[src/rtl/tdc_readout_sched.sv]
// TDC acquisition session control plus FIFO-to-UART packet serialiser.
// Define TDC_READOUT_CHECKSUM_EN to append an XOR checksum byte to every packet.
module tdc_readout_sched #(
  parameter int          DATA_W = 32,
  parameter int          CNT_W  = 16,
  parameter logic [7:0]  HDR    = 8'hA5
) (
  input  logic              clk,
  input  logic              rst,
  input  logic              start_acq,
  input  logic              stop_acq,
  input  logic [CNT_W-1:0]  n_hits,
  input  logic              tdc_done,
  input  logic              fifo_full,
  input  logic              fifo_empty,
  input  logic [DATA_W-1:0] fifo_data,
  output logic              tdc_enable,
  output logic              fifo_rd_en,
  output logic [7:0]        tx_data,
  output logic              tx_valid,
  input  logic              tx_ready,
  output logic              busy,
  output logic              err_full,
  output logic [CNT_W-1:0]  word_count
);

  localparam int NB    = DATA_W / 8;
  localparam int IDX_W = $clog2(NB + 2);
`ifdef TDC_READOUT_CHECKSUM_EN
  localparam logic [IDX_W-1:0] NB_IDX   = IDX_W'(NB);
  localparam logic [IDX_W-1:0] LAST_IDX = IDX_W'(NB + 1);
`else
  localparam logic [IDX_W-1:0] LAST_IDX = IDX_W'(NB);
`endif

  typedef enum logic [1:0] {S_IDLE, S_ACQ, S_DRAIN} sess_state_t;
  typedef enum logic [1:0] {R_IDLE, R_RD, R_LOAD, R_SEND} rd_state_t;

  sess_state_t       s_state;
  rd_state_t         r_state;
  logic [CNT_W-1:0]  hit_limit;
  logic [CNT_W-1:0]  hit_count;
  logic [CNT_W-1:0]  hit_count_nxt;
  logic              hit_ok;
  logic              limit_hit;
  logic              session_start;
  logic [DATA_W-1:0] shift_reg;
  logic [IDX_W-1:0]  byte_idx;
`ifdef TDC_READOUT_CHECKSUM_EN
  logic [7:0]        csum;
`endif

  assign session_start = (s_state == S_IDLE) && start_acq;
  assign hit_ok        = (s_state == S_ACQ) && tdc_done && !fifo_full;
  assign hit_count_nxt = hit_count + CNT_W'(hit_ok);
  // Compare against the post-increment count so tdc_enable drops on the edge after the last hit.
  assign limit_hit     = hit_ok && (hit_limit != '0) && (hit_count_nxt == hit_limit);

  always_ff @(posedge clk) begin
    if (rst) begin
      s_state    <= S_IDLE;
      hit_limit  <= '0;
      hit_count  <= '0;
      tdc_enable <= 1'b0;
      busy       <= 1'b0;
      err_full   <= 1'b0;
    end else begin
      case (s_state)
        S_IDLE: begin
          if (start_acq) begin
            s_state    <= S_ACQ;
            hit_limit  <= n_hits;
            hit_count  <= '0;
            err_full   <= 1'b0;
            tdc_enable <= 1'b1;
            busy       <= 1'b1;
          end
        end
        S_ACQ: begin
          hit_count <= hit_count_nxt;
          if (tdc_done && fifo_full) err_full <= 1'b1;
          if (stop_acq || limit_hit) begin
            s_state    <= S_DRAIN;
            tdc_enable <= 1'b0;
          end
        end
        S_DRAIN: begin
          if (fifo_empty && (r_state == R_IDLE)) begin
            s_state <= S_IDLE;
            busy    <= 1'b0;
          end
        end
        default: s_state <= S_IDLE;
      endcase
    end
  end

  always_ff @(posedge clk) begin
    if (rst) begin
      r_state    <= R_IDLE;
      fifo_rd_en <= 1'b0;
      tx_valid   <= 1'b0;
      tx_data    <= '0;
      shift_reg  <= '0;
      byte_idx   <= '0;
      word_count <= '0;
`ifdef TDC_READOUT_CHECKSUM_EN
      csum       <= '0;
`endif
    end else begin
      if (session_start) word_count <= '0;
      case (r_state)
        R_IDLE: begin
          if ((s_state != S_IDLE) && !fifo_empty) begin
            r_state    <= R_RD;
            fifo_rd_en <= 1'b1;
          end
        end
        R_RD: begin
          fifo_rd_en <= 1'b0;
          r_state    <= R_LOAD;
        end
        R_LOAD: begin
          shift_reg <= fifo_data;
          byte_idx  <= '0;
          tx_data   <= HDR;
          tx_valid  <= 1'b1;
`ifdef TDC_READOUT_CHECKSUM_EN
          csum      <= HDR;
`endif
          r_state   <= R_SEND;
        end
        R_SEND: begin
          if (tx_ready) begin
            if (byte_idx == LAST_IDX) begin
              tx_valid <= 1'b0;
              r_state  <= R_IDLE;
              if (word_count != '1) word_count <= word_count + CNT_W'(1);
            end else begin
              byte_idx <= byte_idx + IDX_W'(1);
`ifdef TDC_READOUT_CHECKSUM_EN
              if (byte_idx != '0) csum <= csum ^ tx_data;
              if (byte_idx == NB_IDX) begin
                tx_data <= csum ^ tx_data;
              end else
`endif
              begin
                tx_data   <= shift_reg[7:0];
                shift_reg <= shift_reg >> 8;
              end
            end
          end
        end
        default: r_state <= R_IDLE;
      endcase
    end
  end

endmodule

[config.mk]
export PLATFORM = sky130hd
export DESIGN_NAME = tdc_readout_sched
export DESIGN_NICKNAME = d
export VERILOG_FILES = /design/src/rtl/tdc_readout_sched.sv
export SDC_FILE = /design/constraint.sdc
export NUM_CORES = 1
export LEC_CHECK = 0
export ABC_AREA = 1
export CAP_MARGIN = 20
export CORE_MARGIN = 5
export CORE_UTILIZATION = 35
export DETAILED_ROUTE_END_ITERATION = 6
export SETUP_SLACK_MARGIN = 0.1
export SLEW_MARGIN = 30
export SYNTH_ARGS = -nofsm -noshare
export SYNTH_HDL_FRONTEND = slang
export SYNTH_SLANG_ARGS = --single-unit
[constraint.sdc]
create_clock -name clk -period 2.4 [get_ports clk]
set_input_delay 0.72 -clock clk [delete_from_list [all_inputs] [get_ports clk]]
set_output_delay 0.72 -clock clk [all_outputs]
set_load 0.005 [all_outputs]
After elaboration in Yosys (flattened, before gate mapping):

Cells that the tools add are included.

* add/sub/neg operators: 3
* eq/ne operators: 16
* muxes and demuxes: 37
* reductions and logical operators: 29

Operators by type and width (count)
* $mux W16: 6
* $mux W32: 2
* $pmux W32 S2: 1
* $pmux W16 S2: 1
* $reduce_and A3 Y1: 7
* $add A16 B1 Y16: 1
* $add A16 B1 Y16 const B: 1
* $eq A16 B16 Y1: 1
* $mux W8: 2
* $ne A16 B16 Y1 const B: 1
* $pmux W8 S2: 1
* $reduce_bool A16 Y1: 1
* $mux W2: 6
* $ne A2 B2 Y1 const B: 5
* $pmux W1 S2: 5
* $reduce_bool A2 Y1: 5
* $logic_and A1 B1 Y1: 8
* $mux W1: 8
* $pmux W2 S4: 1
* $eq A2 B2 Y1 const B: 3
* $mux W3: 2
* $ne A2 B1 Y1 const B: 3
* $pmux W2 S3: 1
* $pmux W3 S2: 1
* 7 further kinds: 12

* register bits after elaboration: 100
* bits of input ports: 56
* output and inout port bits: 29
* logic and storage cells: 98

Logic depth before layout (Yosys ltp):

* word-level depth: 9
* depth in mapped cells: 20
* depth with buffers taken out: 20

Worst setup path before layout:

No wires, ideal clock.

* path type: input to register
* start point: in fifo_full
* end point: reg tdc_enable
* library setup time: 0.137 ns
* data arrival time: 2.184 ns
* data required time: 2.263 ns
* setup slack: 0.079 ns
* stages on the path: 16
* path buffers: 0
* path through: nand3b_1 > inv_1 > ha_1 > nand2_1 > nor2_4 > nand2_2 > o21bai_2 > nand2_1 > nand2_1 > nand2_1 > nor2_1 > nand3_1 > nand2_1 > nand2_1 > nand2_1 > a21oi_1

* cells in the longest elaborated chain, start to end: 8
* elaborated cells on any way between the ends: 9
* those cells by class: 1 x add/sub; 2 x eq/ne; 6 x reduce/logical

Ends and longest elaborated chain
* from (decl): RTL line 14 `input logic fifo_full,`
* $logic_not A1 Y1 *: RTL line 54 `assign hit_ok = (s_state == S_ACQ) && tdc_done && !fifo_full;`
* $logic_and A1 B1 Y1 *: RTL line 54
* $add A16 B1 Y16: RTL line 55 `assign hit_count_nxt = hit_count + CNT_W'(hit_ok);`
* $eq A16 B16 Y1: RTL line 57 `assign limit_hit = hit_ok && (hit_limit != '0) && (hit_count_nxt == hit_limit);`
* $logic_and A1 B1 Y1 *: RTL line 57
* $logic_or A1 B1 Y1 *: RTL line 82 `if (stop_acq || limit_hit) begin`
* $ne A2 B1 Y1 (no source line) *
* $reduce_and A3 Y1 (no source line) *
* to (signal assigned): RTL line 64 `tdc_enable <= 1'b0;`
* to (signal assigned): RTL line 75 `tdc_enable <= 1'b1;`
* to (signal assigned): RTL line 84 `tdc_enable <= 1'b0;`
* to (decl): RTL line 17 `output logic tdc_enable,`

Every way passes the cells marked *; elsewhere a longest branch is shown, timed or not.
A chain may end at the register's enable or synchronous reset.

Worst setup path in the final report:

* start point: in fifo_full
* end point: reg s_state[0]

* cells in the longest elaborated chain, start to end: 8
* elaborated cells on any way between the ends: 9
* those cells by class: 1 x add/sub; 2 x eq/ne; 6 x reduce/logical

Ends and longest elaborated chain
* $logic_not A1 Y1 *: RTL line 54
* $logic_and A1 B1 Y1 *: RTL line 54
* $add A16 B1 Y16: RTL line 55
* $eq A16 B16 Y1: RTL line 57
* $logic_and A1 B1 Y1 *: RTL line 57
* $logic_or A1 B1 Y1 *: RTL line 82
* $ne A2 B1 Y1 (no source line) *
* $reduce_and A3 Y1 (no source line) *
* to (signal assigned): RTL line 61 `s_state <= S_IDLE;`
* to (signal assigned): RTL line 83 `s_state <= S_DRAIN;`
* to (signal assigned): RTL line 89 `s_state <= S_IDLE;`
* to (decl): RTL line 39 `sess_state_t s_state;`

Marks and branches as above.

==> key figures <==
Floorplan
  – Die height: 131.1 um
  – Die Wd: 131.1 um
  – Starting density of the core: 35.45%
  – # IOs: 85
  – Die area: 17190 um^2
  – Num rows: 44
  – Core Footprint: 14480 um^2

Drt
  – Antenna Nets Post-Route: 0
  – Via density per instance: 4.767
  – WL final: 13.82 mm
  – Via count of the routed design: 5039
  – Detailed-router iteration count before antenna repair: 4
  – Avg WL per Cell: 13.08 um
  – DR DRC count: 0
  – Number of DRC markers in iteration 0: 201

STA
  – Final worst-path cycle share: 95.46%
  – Final hold violation count: 0
  – Relative slew slack: 58.42%
  – Final Critical Period: 2.291 ns
  – RSZ-0062 raised after global routing: yes
  – Final setup skew: 0.01126 ns
  – Slew Limit Fails: 0
  – WHS: 0.4635 ns
  – FMAX: 436.5 MHz
  – Endpoints failing setup: 0
  – Final worst setup slack: 0.1089 ns
  – Slew @ Worst Pin: 0.6238 ns

Outcome
  – Status: finished clean

Global route
  – M2 GR Usage: 28.82%
  – Initial antenna violation count: 0
  – GR Overflow Total: 0
  – Met1 Use GR: 20.47%
  – First-pass GRT wire length: 23.07 mm
  – GRT met3 Usage: 4.984%
  – GRT Resource Usage Total: 16.71%
  – Vias in the first global route: 4855
  – Largest net degree at the start of global routing: 52
  – Gr busiest metal: met2

Worst setup path
  – Critical Path RT: 2.69 ns
  – Worst Path Buf+Inv: 4
  – Setup CP Type: input port to flip-flop
  – Slowest cell on crit path: nor2_4
  – Critical Path Start Type: input port
  – CP max stage delay: 0.24 ns
  – Worst-path cell chain: buf_6 -> nand3b_1 -> inv_2 -> ha_4 -> nand2_2 -> nor2_4 -> nand2_4 -> buf_4 -> nand2_2 -> nand3_2 -> nand2_1 -> nor2_1 -> nand3_1 -> nor2_2 -> nand3_1 -> nand2_2 -> buf_4 -> a21oi_2
  – Most common cell on crit path: nand2_2
  – Worst-path fanout max: 6
  – CP Capture Type: flip-flop
  – Worst EP arrival: 2.58 ns
  – Critical path's top delay family: simple AND/OR/NAND/NOR gates

Synthesis
  – Async SR Flop Fraction: 0%
  – Synth top area cells: dfxtp_1 39%, nand2_1 11%, a21oi_1 11%
  – Synth Flop Type: dfxtp_1
  – Yosys reg bits: 100
  – Synthesis Warnings: 0
  – Netlist cell types: 42
  – Cell count after synthesis: 749
  – Top cell type's share of synthesized area: 39.01%
  – Sequential-to-total area share from yosys stat: 39.01%
  – Synth area leader: dfxtp_1
  – Mapped Nets: 815
  – Number of synthesized flops with an enable pin: 0
  – Syn avg cell area: 6.852 um^2
  – Synthesized area: 5132 um^2

Placed design
  – Setup slack at placement: -0.6661 ns
  – Routability cong.: 0.8780
  – Placed Cells: 1029
  – Placed cell areas: 6445 um^2
  – I/O Buffers: 84
  – Detailed Place HPWL: 9.812 mm

Layout
  – Ant. Diodes: 0
  – Commonest non-fill, non-tap cell in the layout: nand2_1
  – Nets: 934
  – Max reg flops: 32
  – Commonest cells after routing, fill and taps aside: 149 x nand2_1, 111 x a21oi_1, 98 x dfxtp_1
  – Area delta synth->final: 35.28%
  – Ratio of cells with drive above 1 in the final layout: 16.15%
  – Non-filler cells in the finished layout: 1057
  – Final Instance Area: 6943 um^2

Clock network
  – CTS tree: built
  – CTS Hold Bufs: 0
  – H-tree depth: 3
  – Maximum root-to-sink buffer count: 2
  – Clock tree sinks: 100
  – Clock transition at path regs: 0.07 ns
  – Total CTS buffers: 9
  – CTS root buffer: clkbuf_16
  – Clock Latency Late Sink: 0.36 ns

Power and ir drop
  – Leak: 2.862 nW
  – Design Power: 4.824 mW
  – Pwr per Cell Area: 694.8 nW/um^2
  – VDD IR-drop max: 0.0004849 V

Min path
  – Hold crit path type: flip-flop to flip-flop

Run
  – Max-cap violations: 0
[kinds of logic (layout without fill, tap and decap cells)]
family	after synthesis	after routing	share of synthesized area, %
DFF	100	100	39.01
xor gates and xnor gates	7	7	1.195
buffers and inverters	121	244	9.117
adders and majority gates	10	10	2.438
and+or+nand+nor	333	334	29.99
AOI/OAI and AO/OA	178	178	18.26
[layer usage]
metal	wire [um]	up-vias	share of wire, %
li1	-	2678	-
met1	6230	2248	45
met2	6670	99	48
met3	743	14	5.4
met4	179	0	1.3
met5	0	-	0
[worst reg2reg max path: cells and delay by family, from the launching register on]
kind	cells	cell delay, ns
simple gates	13	1.15
fa+ha+maj	1	0.15
flops	1	0.34
buf+inv	4	0.45
compound gates	1	0.11
[area by class of cell]
| cell class | count | area, um^2 |
|---|---|---|
| Inverter | 90 | 342.8 |
| Tap cell | 184 | 230.2 |
| Fill cell | 1474 | 7536 |
| Clock buffer | 9 | 225.2 |
| Clock inverter | 7 | 86.33 |
| Sequential cell | 100 | 2004 |
| Multi-Input combinational cell | 529 | 2779 |
| Timing Repair Buffer | 138 | 1275 |
[report_power, final]
part           switching (mW)  internal [mW]  total (mW)
clock network           0.707          0.837        1.54
registers               0.149           1.92        2.07
logic                   0.690          0.516        1.21
total                    1.55           3.28        4.82
[through the flow]
step	util, %	TNS (ns)
final	47.95	0
after global routing	47.95	-0.04672
after floorplan	-	0
after detailed placement	44.51	-3.820
after CTS	47.71	0
after global placement	44.51	-3.161
[what timing repair did]
item                                    in CTS  in global routing
pin swaps                                   22                 10
endpoints found under the setup margin       3                  4
resized for setup                           29                  9
buffers inserted                            11                  0
cloned                                       1                  0
[worst paths after layout]
check	from	end	slack, ns	cells after the start
min	shift_reg[6]	tx_data[6]	0.46	2
max	fifo_full	s_state[0]	0.11	18
max reg2reg	s_state[0]	s_state[0]	0.14	19
min reg2reg	shift_reg[6]	tx_data[6]	0.46	2
[cell usage after synthesis, types with 2 or more instances]
cell / count
nand2_1: 155
a21oi_1: 112
dfxtp_1: 100
inv_1: 83
nor2_1: 73
nand3_1: 53
o21ai_0: 45
clkbuf_1: 26
ha_1: 10
nor2_2: 10
o21ai_1: 10
nand2_2: 8
nand4_1: 7
nor3_1: 5
inv_2: 4
nand3b_1: 4
o22ai_1: 4
xor2_1: 4
and3_1: 3
buf_2: 3
nor2_4: 3
xnor2_1: 3
a211oi_2: 2
clkinv_1: 2
nand2_4: 2
nor2_8: 2
No activity file was read; power rests on OpenSTA's default activity.
==> RTL change (same flow settings) <==
Add a define of `TDC_READOUT_CHECKSUM_EN`.
--- a/src/rtl/tdc_readout_sched.sv
+++ b/src/rtl/tdc_readout_sched.sv
@@ -2,2 +2,4 @@
 // Define TDC_READOUT_CHECKSUM_EN to append an XOR checksum byte to every packet.
+`define TDC_READOUT_CHECKSUM_EN
+
 module tdc_readout_sched #(
Behaviour: no difference found for any inputs over 4 cycles, from zero or initial values and one cycle with rst high; that may be too few to reach the edited logic, so the function may still have changed.
==> RTL change against the unedited design <==
First-iteration DRC count up 38%; area after synthesis up 5.8%; sequential cell count up 8; final area increased by 3.9%; count of clock-buffer cells in the layout rose by 3; non-clock buffer count shrank 7; total power rose by 12%; routed wire length is 5.4% higher; hold slack better by 5.6 ps; setup slack better by 24 ps; critical endpoint is now tdc_enable$_SDFFE_PP0P_; largest power group unchanged.
==> RTL change: results (changes against the unedited design) <==
* Wire length on met3 at 545 µm (-27%)
* Slowest CP cell: ha_4
* Total Routing Usage GR at 16.5% (-0.19 points)
* GP Congestion at 0.840 (-4.4%)
* Met3 Track Usage GR at 3.87% (-1.1 points)
* HP Start: shift_reg[26]$_SDFFE_PP0P_
* Hold WS at 469 ps (+5.56 ps)
* First-pass GRT wire length at 24800 µm (+7.5%)
* Vias in the first global route at 5041 (+3.8%)
* GR met2 Demand/Resource at 25.6% (-3.2 points)
* Detailed Place HPWL at 10400 µm (+5.9%)
* Crit path DAT at 2500 ps (-80 ps)
* Layout cells sized above 1 at 12.6% (-3.5 points)
* WL met2 at 6480 µm (-2.8%)
* Run status: finished clean
* Most frequent cells after synthesis: nand2_1, dfxtp_1, a21oi_1, o21ai_0, nand3_1
* Max_slew headroom at 76.1% (+18 points)
* Syn Inst Count at 776 (+3.6%)
* WL/cell at 13.6 µm (+3.7%)
* Seq/Total Area, Yosys at 39.8% (+0.83 points)
* Maximum vdd drop at 0.520 mV (+7.3%)
* Area post-placement at 6870 µm² (+6.5%)
* Post-Route WL at 14600 µm (+5.4%)
* Met1 wire length at 7380 µm (+18%)
* Distinct cells, synth at 39 (-7.1%)
* Final net count at 949 (+1.6%)
* Setup slack, reg-to-reg at 170 ps (+30 ps)
* Initial DRC count at 277 (+38%)
* Max incr delay on CP at 160 ps (-80 ps)
RTL change: cell types whose count changed in the layout (fill, tap and decap cells not counted), moves of 9 or more:
cell	change
buf_4	-14
nor2_1	-27
nand2_1	+21
nand3_1	+14
a21oi_1	-27
a31oi_1	+25
o21ai_0	+42
dfxtp_1	+9
inv_1	-19
RTL change: power by group:
group          total [W]  leakage, nW  switching, W  internal [W]
logic            0.00153         1.79      0.000859      0.000667
clock network    0.00150        0.143      0.000714      0.000782
registers        0.00240        0.884      0.000226       0.00217
total            0.00542         2.82       0.00180       0.00362
RTL change: final cells by class:
class / count / area, µm²
Clock buffer: 12 / 256
Clock inverter: 4 / 38.8
Fill cell: 1554 / 7990
Inverter: 70 / 268
Multi-Input combinational cell: 562 / 2950
Sequential cell: 108 / 2170
Tap cell: 188 / 235
Timing Repair Buffer: 131 / 1300
RTL change: repair_timing:
| action | CTS | global route |
|---|---|---|
| setup buffers | 0 | 2 |
| endpoints found under the setup margin | 6 | 3 |
| resized for setup | 13 | 12 |
| hold buffers | 0 | 0 |
| pin swaps | 8 | 9 |
RTL change: cells by family (layout without fill, tap and decap cells):
| family | after synthesis | in the layout | synth area share (%) |
|---|---|---|---|
| AND/OR/NAND/NOR | 329 | 329 | 27.7 |
| XOR/XNOR | 8 | 8 | 1.29 |
| AO/OA/AOI/OAI | 214 | 214 | 21.1 |
| buffers and inverters | 106 | 217 | 7.61 |
| flip-flops | 108 | 108 | 39.8 |
| adder cells (fa/ha/maj) | 11 | 11 | 2.54 |
RTL change: per-stage QoR:
| stage | util, % | setup WS [ps] |
|---|---|---|
| floorplan | - | 81.3 |
| CTS | 47.1 | 105 |
| global route | 47.4 | -29.2 |
| global placement | 45.2 | -694 |
| detailed placement | 45.2 | -719 |
| finish | 47.4 | 132 |
